`src/rtl/fir_pkg.sv`:
```
// -----------------------------------------------------------------------------
// fir_pkg
// Shared definitions for the streaming FIR convolution block:
//   - default parameter constants for fir_stream_conv
//   - FSM state encoding (IDLE, MAC, OUT)
//   - acc_w(): accumulator width that cannot overflow for a given configuration
// -----------------------------------------------------------------------------
package fir_pkg;

    localparam int TAPS_DEF      = 20;
    localparam int DATA_W_DEF    = 16;
    localparam int COEF_W_DEF    = 16;
    localparam int OUT_W_DEF     = 16;
    localparam int FRAC_BITS_DEF = 14;

    typedef enum logic [1:0] {
        IDLE = 2'd0,
        MAC  = 2'd1,
        OUT  = 2'd2
    } fir_state_e;

    // Full-precision product plus log2(TAPS) guard bits for the running sum.
    function automatic int acc_w(input int data_w, input int coef_w, input int taps);
        return data_w + coef_w + $clog2(taps);
    endfunction

endpackage

```
`src/rtl/fir_mac.sv`:
```
// -----------------------------------------------------------------------------
// fir_mac
// Single signed multiply-accumulate stage with a registered accumulator.
// Ports:
//   clk    - clock, rising edge
//   rst    - synchronous active-high reset, clears the accumulator
//   clr_i  - load zero into the accumulator (takes priority over en_i)
//   en_i   - add a_i*b_i to the accumulator
//   a_i    - signed sample operand
//   b_i    - signed coefficient operand
//   acc_o  - accumulator value
// -----------------------------------------------------------------------------
module fir_mac
    import fir_pkg::*;
#(
    parameter int DATA_W = DATA_W_DEF,
    parameter int COEF_W = COEF_W_DEF,
    parameter int ACC_W  = acc_w(DATA_W_DEF, COEF_W_DEF, TAPS_DEF)
) (
    input  logic                     clk,
    input  logic                     rst,
    input  logic                     clr_i,
    input  logic                     en_i,
    input  logic signed [DATA_W-1:0] a_i,
    input  logic signed [COEF_W-1:0] b_i,
    output logic signed [ACC_W-1:0]  acc_o
);

    logic signed [DATA_W+COEF_W-1:0] prod;
    logic signed [ACC_W-1:0]         acc_q;
    logic signed [ACC_W-1:0]         acc_d;

    assign prod = a_i * b_i;

    always_comb begin
        acc_d = acc_q;
        if (clr_i) begin
            acc_d = '0;
        end else if (en_i) begin
            acc_d = acc_q + ACC_W'(prod);
        end
    end

    always_ff @(posedge clk) begin
        if (rst) begin
            acc_q <= '0;
        end else begin
            acc_q <= acc_d;
        end
    end

    assign acc_o = acc_q;

endmodule

```
`src/rtl/fir_stream_conv.sv`:
```
// -----------------------------------------------------------------------------
// fir_stream_conv
// Streaming FIR: y[n] = sum_k c[k]*x[n-k], one MAC per cycle, result shifted
// right by FRAC_BITS and narrowed to OUT_W bits.
// Build option: define FIR_SATURATE_EN to clamp the narrowed result; otherwise
// it wraps (low OUT_W bits kept).
// Ports:
//   clk, rst              - clock / synchronous active-high reset
//   coef_wr_en/addr/data  - coefficient write port (honoured only in IDLE)
//   in_valid/in_data/in_ready   - sample input handshake
//   flush                 - pulse: inject TAPS-1 zero samples to drain the tail
//   out_valid/out_data/out_ready - result output handshake
//   busy                  - FSM not in IDLE
//   done                  - one-cycle pulse after the last flushed result
// -----------------------------------------------------------------------------
module fir_stream_conv
    import fir_pkg::*;
#(
    parameter int TAPS      = TAPS_DEF,
    parameter int DATA_W    = DATA_W_DEF,
    parameter int COEF_W    = COEF_W_DEF,
    parameter int OUT_W     = OUT_W_DEF,
    parameter int FRAC_BITS = FRAC_BITS_DEF
) (
    input  logic                      clk,
    input  logic                      rst,
    input  logic                      coef_wr_en,
    input  logic [$clog2(TAPS)-1:0]   coef_addr,
    input  logic signed [COEF_W-1:0]  coef_data,
    input  logic                      in_valid,
    input  logic signed [DATA_W-1:0]  in_data,
    output logic                      in_ready,
    input  logic                      flush,
    output logic                      out_valid,
    output logic signed [OUT_W-1:0]   out_data,
    input  logic                      out_ready,
    output logic                      busy,
    output logic                      done
);

    localparam int ACC_W  = acc_w(DATA_W, COEF_W, TAPS);
    localparam int ADDR_W = $clog2(TAPS);
    localparam int CNT_W  = $clog2(TAPS + 1);

    fir_state_e                state_q;
    logic [CNT_W-1:0]          tap_q;
    logic                      pend_q;
    logic [CNT_W-1:0]          zleft_q;
    logic                      out_valid_q;
    logic signed [OUT_W-1:0]   out_data_q;
    logic                      done_q;

    logic signed [DATA_W-1:0]  dly_q [TAPS];
    logic signed [DATA_W-1:0]  dly_d [TAPS];
    logic signed [COEF_W-1:0]  coef_q [TAPS];

    logic                      accept;
    logic                      inject;
    logic                      shift_en;
    logic                      flush_last;
    logic                      mac_en;
    logic [ADDR_W-1:0]         tap_idx;
    logic signed [DATA_W-1:0]  shift_in;
    logic signed [ACC_W-1:0]   acc;
    logic signed [ACC_W-1:0]   shifted;
    logic signed [OUT_W-1:0]   narrowed;

    assign in_ready   = (state_q == IDLE) && !pend_q && !rst;
    assign accept     = in_valid && in_ready;
    // A pending flush feeds one zero sample per IDLE visit until the tail is out.
    assign inject     = (state_q == IDLE) && pend_q && (zleft_q != '0);
    assign shift_en   = accept || inject;
    assign shift_in   = accept ? in_data : '0;
    // Handshake of the result produced by the final injected zero.
    assign flush_last = (state_q == OUT) && out_ready && pend_q && (zleft_q == '0);
    // MAC runs TAPS multiply cycles, then one more cycle to register the result.
    assign mac_en     = (state_q == MAC) && (tap_q != CNT_W'(TAPS));
    assign tap_idx    = tap_q[ADDR_W-1:0];

    // Delay line: newest sample at index 0.
    for (genvar gi = 0; gi < TAPS; gi++) begin : g_dly
        if (gi == 0) begin : g_head
            assign dly_d[gi] = shift_in;
        end else begin : g_shift
            assign dly_d[gi] = dly_q[gi-1];
        end
    end

    always_ff @(posedge clk) begin
        if (rst || flush_last) begin
            for (int i = 0; i < TAPS; i++) begin
                dly_q[i] <= '0;
            end
        end else if (shift_en) begin
            dly_q <= dly_d;
        end
    end

    always_ff @(posedge clk) begin
        if (rst) begin
            for (int i = 0; i < TAPS; i++) begin
                coef_q[i] <= '0;
            end
        end else if (coef_wr_en && (state_q == IDLE) &&
                     ({1'b0, coef_addr} < (ADDR_W+1)'(TAPS))) begin
            coef_q[coef_addr] <= coef_data;
        end
    end

    fir_mac #(
        .DATA_W (DATA_W),
        .COEF_W (COEF_W),
        .ACC_W  (ACC_W)
    ) u_mac (
        .clk   (clk),
        .rst   (rst),
        .clr_i (shift_en),
        .en_i  (mac_en),
        .a_i   (dly_q[tap_idx]),
        .b_i   (coef_q[tap_idx]),
        .acc_o (acc)
    );

    assign shifted = acc >>> FRAC_BITS;

`ifdef FIR_SATURATE_EN
    // In range exactly when every bit above the OUT_W sign bit matches it.
    logic [ACC_W-OUT_W:0] head;
    assign head = shifted[ACC_W-1:OUT_W-1];

    always_comb begin
        narrowed = shifted[OUT_W-1:0];
        if (head != '0 && head != '1) begin
            narrowed = shifted[ACC_W-1] ? {1'b1, {(OUT_W-1){1'b0}}}
                                        : {1'b0, {(OUT_W-1){1'b1}}};
        end
    end
`else
    assign narrowed = OUT_W'(shifted);
`endif

    always_ff @(posedge clk) begin
        if (rst) begin
            state_q     <= IDLE;
            tap_q       <= '0;
            pend_q      <= 1'b0;
            zleft_q     <= '0;
            out_valid_q <= 1'b0;
            out_data_q  <= '0;
            done_q      <= 1'b0;
        end else begin
            done_q <= 1'b0;
            // A flush arriving while one is already pending is absorbed.
            if (flush && !pend_q) begin
                pend_q  <= 1'b1;
                zleft_q <= CNT_W'(TAPS - 1);
            end
            case (state_q)
                IDLE: begin
                    if (shift_en) begin
                        state_q <= MAC;
                        tap_q   <= '0;
                        if (inject) begin
                            zleft_q <= zleft_q - 1'b1;
                        end
                    end
                end
                MAC: begin
                    if (tap_q == CNT_W'(TAPS)) begin
                        state_q     <= OUT;
                        out_valid_q <= 1'b1;
                        out_data_q  <= narrowed;
                    end else begin
                        tap_q <= tap_q + 1'b1;
                    end
                end
                OUT: begin
                    if (out_ready) begin
                        state_q     <= IDLE;
                        out_valid_q <= 1'b0;
                        if (flush_last) begin
                            pend_q <= 1'b0;
                            done_q <= 1'b1;
                        end
                    end
                end
                default: state_q <= IDLE;
            endcase
        end
    end

    assign out_valid = out_valid_q;
    assign out_data  = out_data_q;
    assign busy      = (state_q != IDLE);
    assign done      = done_q;

endmodule

```
`config.mk`:
```
export PLATFORM = sky130hd
export DESIGN_NAME = fir_stream_conv
export DESIGN_NICKNAME = d
export VERILOG_FILES = /design/src/rtl/fir_pkg.sv /design/src/rtl/fir_mac.sv /design/src/rtl/fir_stream_conv.sv
export SDC_FILE = /design/constraint.sdc
export NUM_CORES = 2
export LEC_CHECK = 0
export CAP_MARGIN = 20
export CELL_PAD_IN_SITES_DETAIL_PLACEMENT = 0
export CELL_PAD_IN_SITES_GLOBAL_PLACEMENT = 1
export CORE_MARGIN = 2
export CORE_UTILIZATION = 47
export CTS_CLUSTER_DIAMETER = 100
export CTS_CLUSTER_SIZE = 14
export DETAILED_ROUTE_END_ITERATION = 16
export HOLD_SLACK_MARGIN = 0.05
export PLACE_DENSITY = 0.8
export SLEW_MARGIN = 25
export SYNTH_ARGS = -nofsm -noshare
export SYNTH_HDL_FRONTEND = slang
export SYNTH_HIERARCHICAL = 1
export SYNTH_SLANG_ARGS = --single-unit
```
`constraint.sdc`:
```
create_clock -name clk -period 7.6 [get_ports clk]
set_clock_uncertainty 0.2 [all_clocks]
set_input_delay 0.76 -clock clk [delete_from_list [all_inputs] [get_ports clk]]
set_output_delay 0.76 -clock clk [all_outputs]
set_load 0.05 [all_outputs]
```
==> results.json <==
{
  "outcome": "completed",
  "drt_iter0_drc": 2734,
  "drc": 0,
  "synth_warnings": 6,
  "clock-root-buffer": "clkbuf_16",
  "die_h_um": 326.5,
  "wl_um": 117500,
  "clk_pin_slew_worst_paths_ps": 70,
  "syn_inst": 4556,
  "holdPathEnd": "dly_q[5]",
  "postRouteAntennaNets": 0,
  "tightest_slew_ps": 1058,
  "vias": 32960,
  "critPathTopFamily": "adder cells",
  "cp-end-kind": "flip-flop",
  "die_w_um": 326.5,
  "row_count": 118,
  "first_global_vias": 33280,
  "dieArea_um2": 106600,
  "numCtsBuffers": 76,
  "irDropWorstVdd_uv": 233.4,
  "drive_gt1_frac": 0.1071,
  "drt-pass1-iter-count": 5,
  "fmax_mhz": 135.2,
  "core_um2": 103300,
  "setup_viol": 0,
  "hold_path_depth": 2,
  "htreeDepth": 3,
  "slew_headroom": 0.2947,
  "critPathRequiredTime_ps": 7910,
  "hpwl_um": 78990,
  "crit_path_max_fanout": 16,
  "cts_tree": "built",
  "power_density_nw_per_um2": 233.3,
  "setup_tns_ps": 0,
  "hold_class": "reg2reg",
  "hold_viol": 0,
  "cts_sinks": 898,
  "startpoint_type": "flip-flop",
  "p_leak_nw": 21.22,
  "drv_slew": 0,
  "p_total_mw": 12.96,
  "slowest_delay_ps": 590,
  "start_util": 0.4729,
  "pre_cts_ws_ps": -226.7,
  "r2r_slack_ps": 200,
  "critPathKind": "reg2reg",
  "place_congestion": 0.8810,
  "placedCellCount": 6080,
  "hold_buffers": 0,
  "grt_antenna_before_repair": 0,
  "area_delta_synth_final_pct": 13.63,
  "r2r_end": "u_mac/acc_o[28]",
  "final_net_count": 5241,
  "arrival_ps": 7710,
  "grt_max_degree": 223,
  "rsz0062_at_grt": "true",
  "cp_slowest_cell": "fa_2",
  "io_pins": 63,
  "wire_per_inst_um": 18.87,
  "viasPerCell": 5.294,
  "antenna_cells": 0,
  "synth.cell_area_um2": 48870,
  "clock_latency_ps": 670,
  "crit_top_cell": "fa_1",
  "fin_util": 0.5373,
  "grt_use_total": 0.2204,
  "final.min_clock_period_ps": 7397,
  "reg2regPathDepth": 28,
  "clk_path_buf_depth": 3,
  "maxCapViolations": 0,
  "cp_num_buf_inv": 7,
  "min_period_over_period": 0.9732,
  "min_from": "dly_q[5]",
  "layout.cells.non_filler": 6226,
  "port_buffers": 62,
  "setup_ws_ps": 203.4,
  "grt-ovfl-total": 0,
  "synth.avg_cell_area_um2": 10.73,
  "grt_pass1_wl_um": 185700
}
==> sequential cells by signal, summed over array words and instances (netlist names), named ones only <==
| register | cells |
|---|---|
| dly_q | 16 |
| out_data | 16 |
| out_valid | 1 |
| tap_idx | 5 |
| u_mac/acc_o | 30 |
| pend_q | 1 |
| state_q | 2 |
| done | 1 |
| coef_q | 512 |
| dly_d | 304 |
| zleft_q | 5 |
==> final cells by class <==
cell class / instances / area, µm²
repair buffers: 304 / 3084
multi-input cells: 3191 / 24150
clock inverters: 9 / 105.1
clock buffers: 100 / 2056
fillers: 9080 / 47810
flip-flops and latches: 898 / 23110
inverters: 344 / 1303
well taps: 1380 / 1727
==> timing repair <==
| item | 4_1_cts | 5_1_grt |
|---|---|---|
| setup buffers | 0 | 31 |
| hold endpoints to repair | 0 | 0 |
| endpoints found under the setup margin | 5 | 13 |
| gates resized for setup | 9 | 102 |
| cloned | 0 | 7 |
| pin swaps | 2 | 16 |
==> report_power, final <==
| group | internal [mW] | leakage [nW] | switching (mW) |
|---|---|---|---|
| combinational | 1.60 | 11.9 | 2.24 |
| sequential | 5.33 | 8.28 | 0.113 |
| clock | 1.90 | 1.05 | 1.77 |
| total | 8.83 | 21.2 | 4.13 |
==> placed cells by master (no fill, tap or decap), drive strengths merged, types with 11 or more instances in the layout <==
cell type,count
nand2,842
edfxtp,512
and2,429
dfxtp,386
a21oi,386
mux2i,353
inv,349
fa,285
buf,245
conb,192
clkbuf,108
nor2,107
ha,98
a22oi,96
clkdlybuf4s50,51
mux4,48
a22o,48
nand3,47
nor3,30
o21ai,28
or2,25
nand4,21
a31oi,21
a221oi,16
xnor2,11
xor2,11
nand2b,11
==> routing by layer <==
metal,global-route usage,vias up,wire length (µm)
li1,-,15620,-
met1,0.3120,16320,53360
met2,0.3482,857,53680
met3,0.03486,159,7259
met4,0.07080,0,3176
met5,0,-,0
==> worst min-delay path, stage by stage, from the launching register on <==
cell and delay, ps:
dfxtp_1 310, nand2_1 50, a21oi_1 50
==> through the flow <==
step | instance area, µm² | hold slack [ps]
after global placement | 52490 | 234.3
final | 55530 | 251.0
after CTS | 54660 | 252.9
after detailed placement | 52450 | 243.9
after global routing | 55530 | 265.8
after floorplan | 49590 | 228.7
==> how the worst max path moves through the flow <==
stage,from,to,slack (ps),cells after the start
floorplan,tap_idx[0],u_mac/acc_o[25],40,31
global placement,tap_idx[0],u_mac/acc_o[29],-100,29
detailed placement,tap_idx[0],u_mac/acc_o[29],-230,29
CTS,flip-flop,u_mac/acc_o[24],4,28
global route,flip-flop,u_mac/acc_o[28],-20,27
finish,flip-flop,u_mac/acc_o[28],200,28
(Power assumes the default switching activity.)
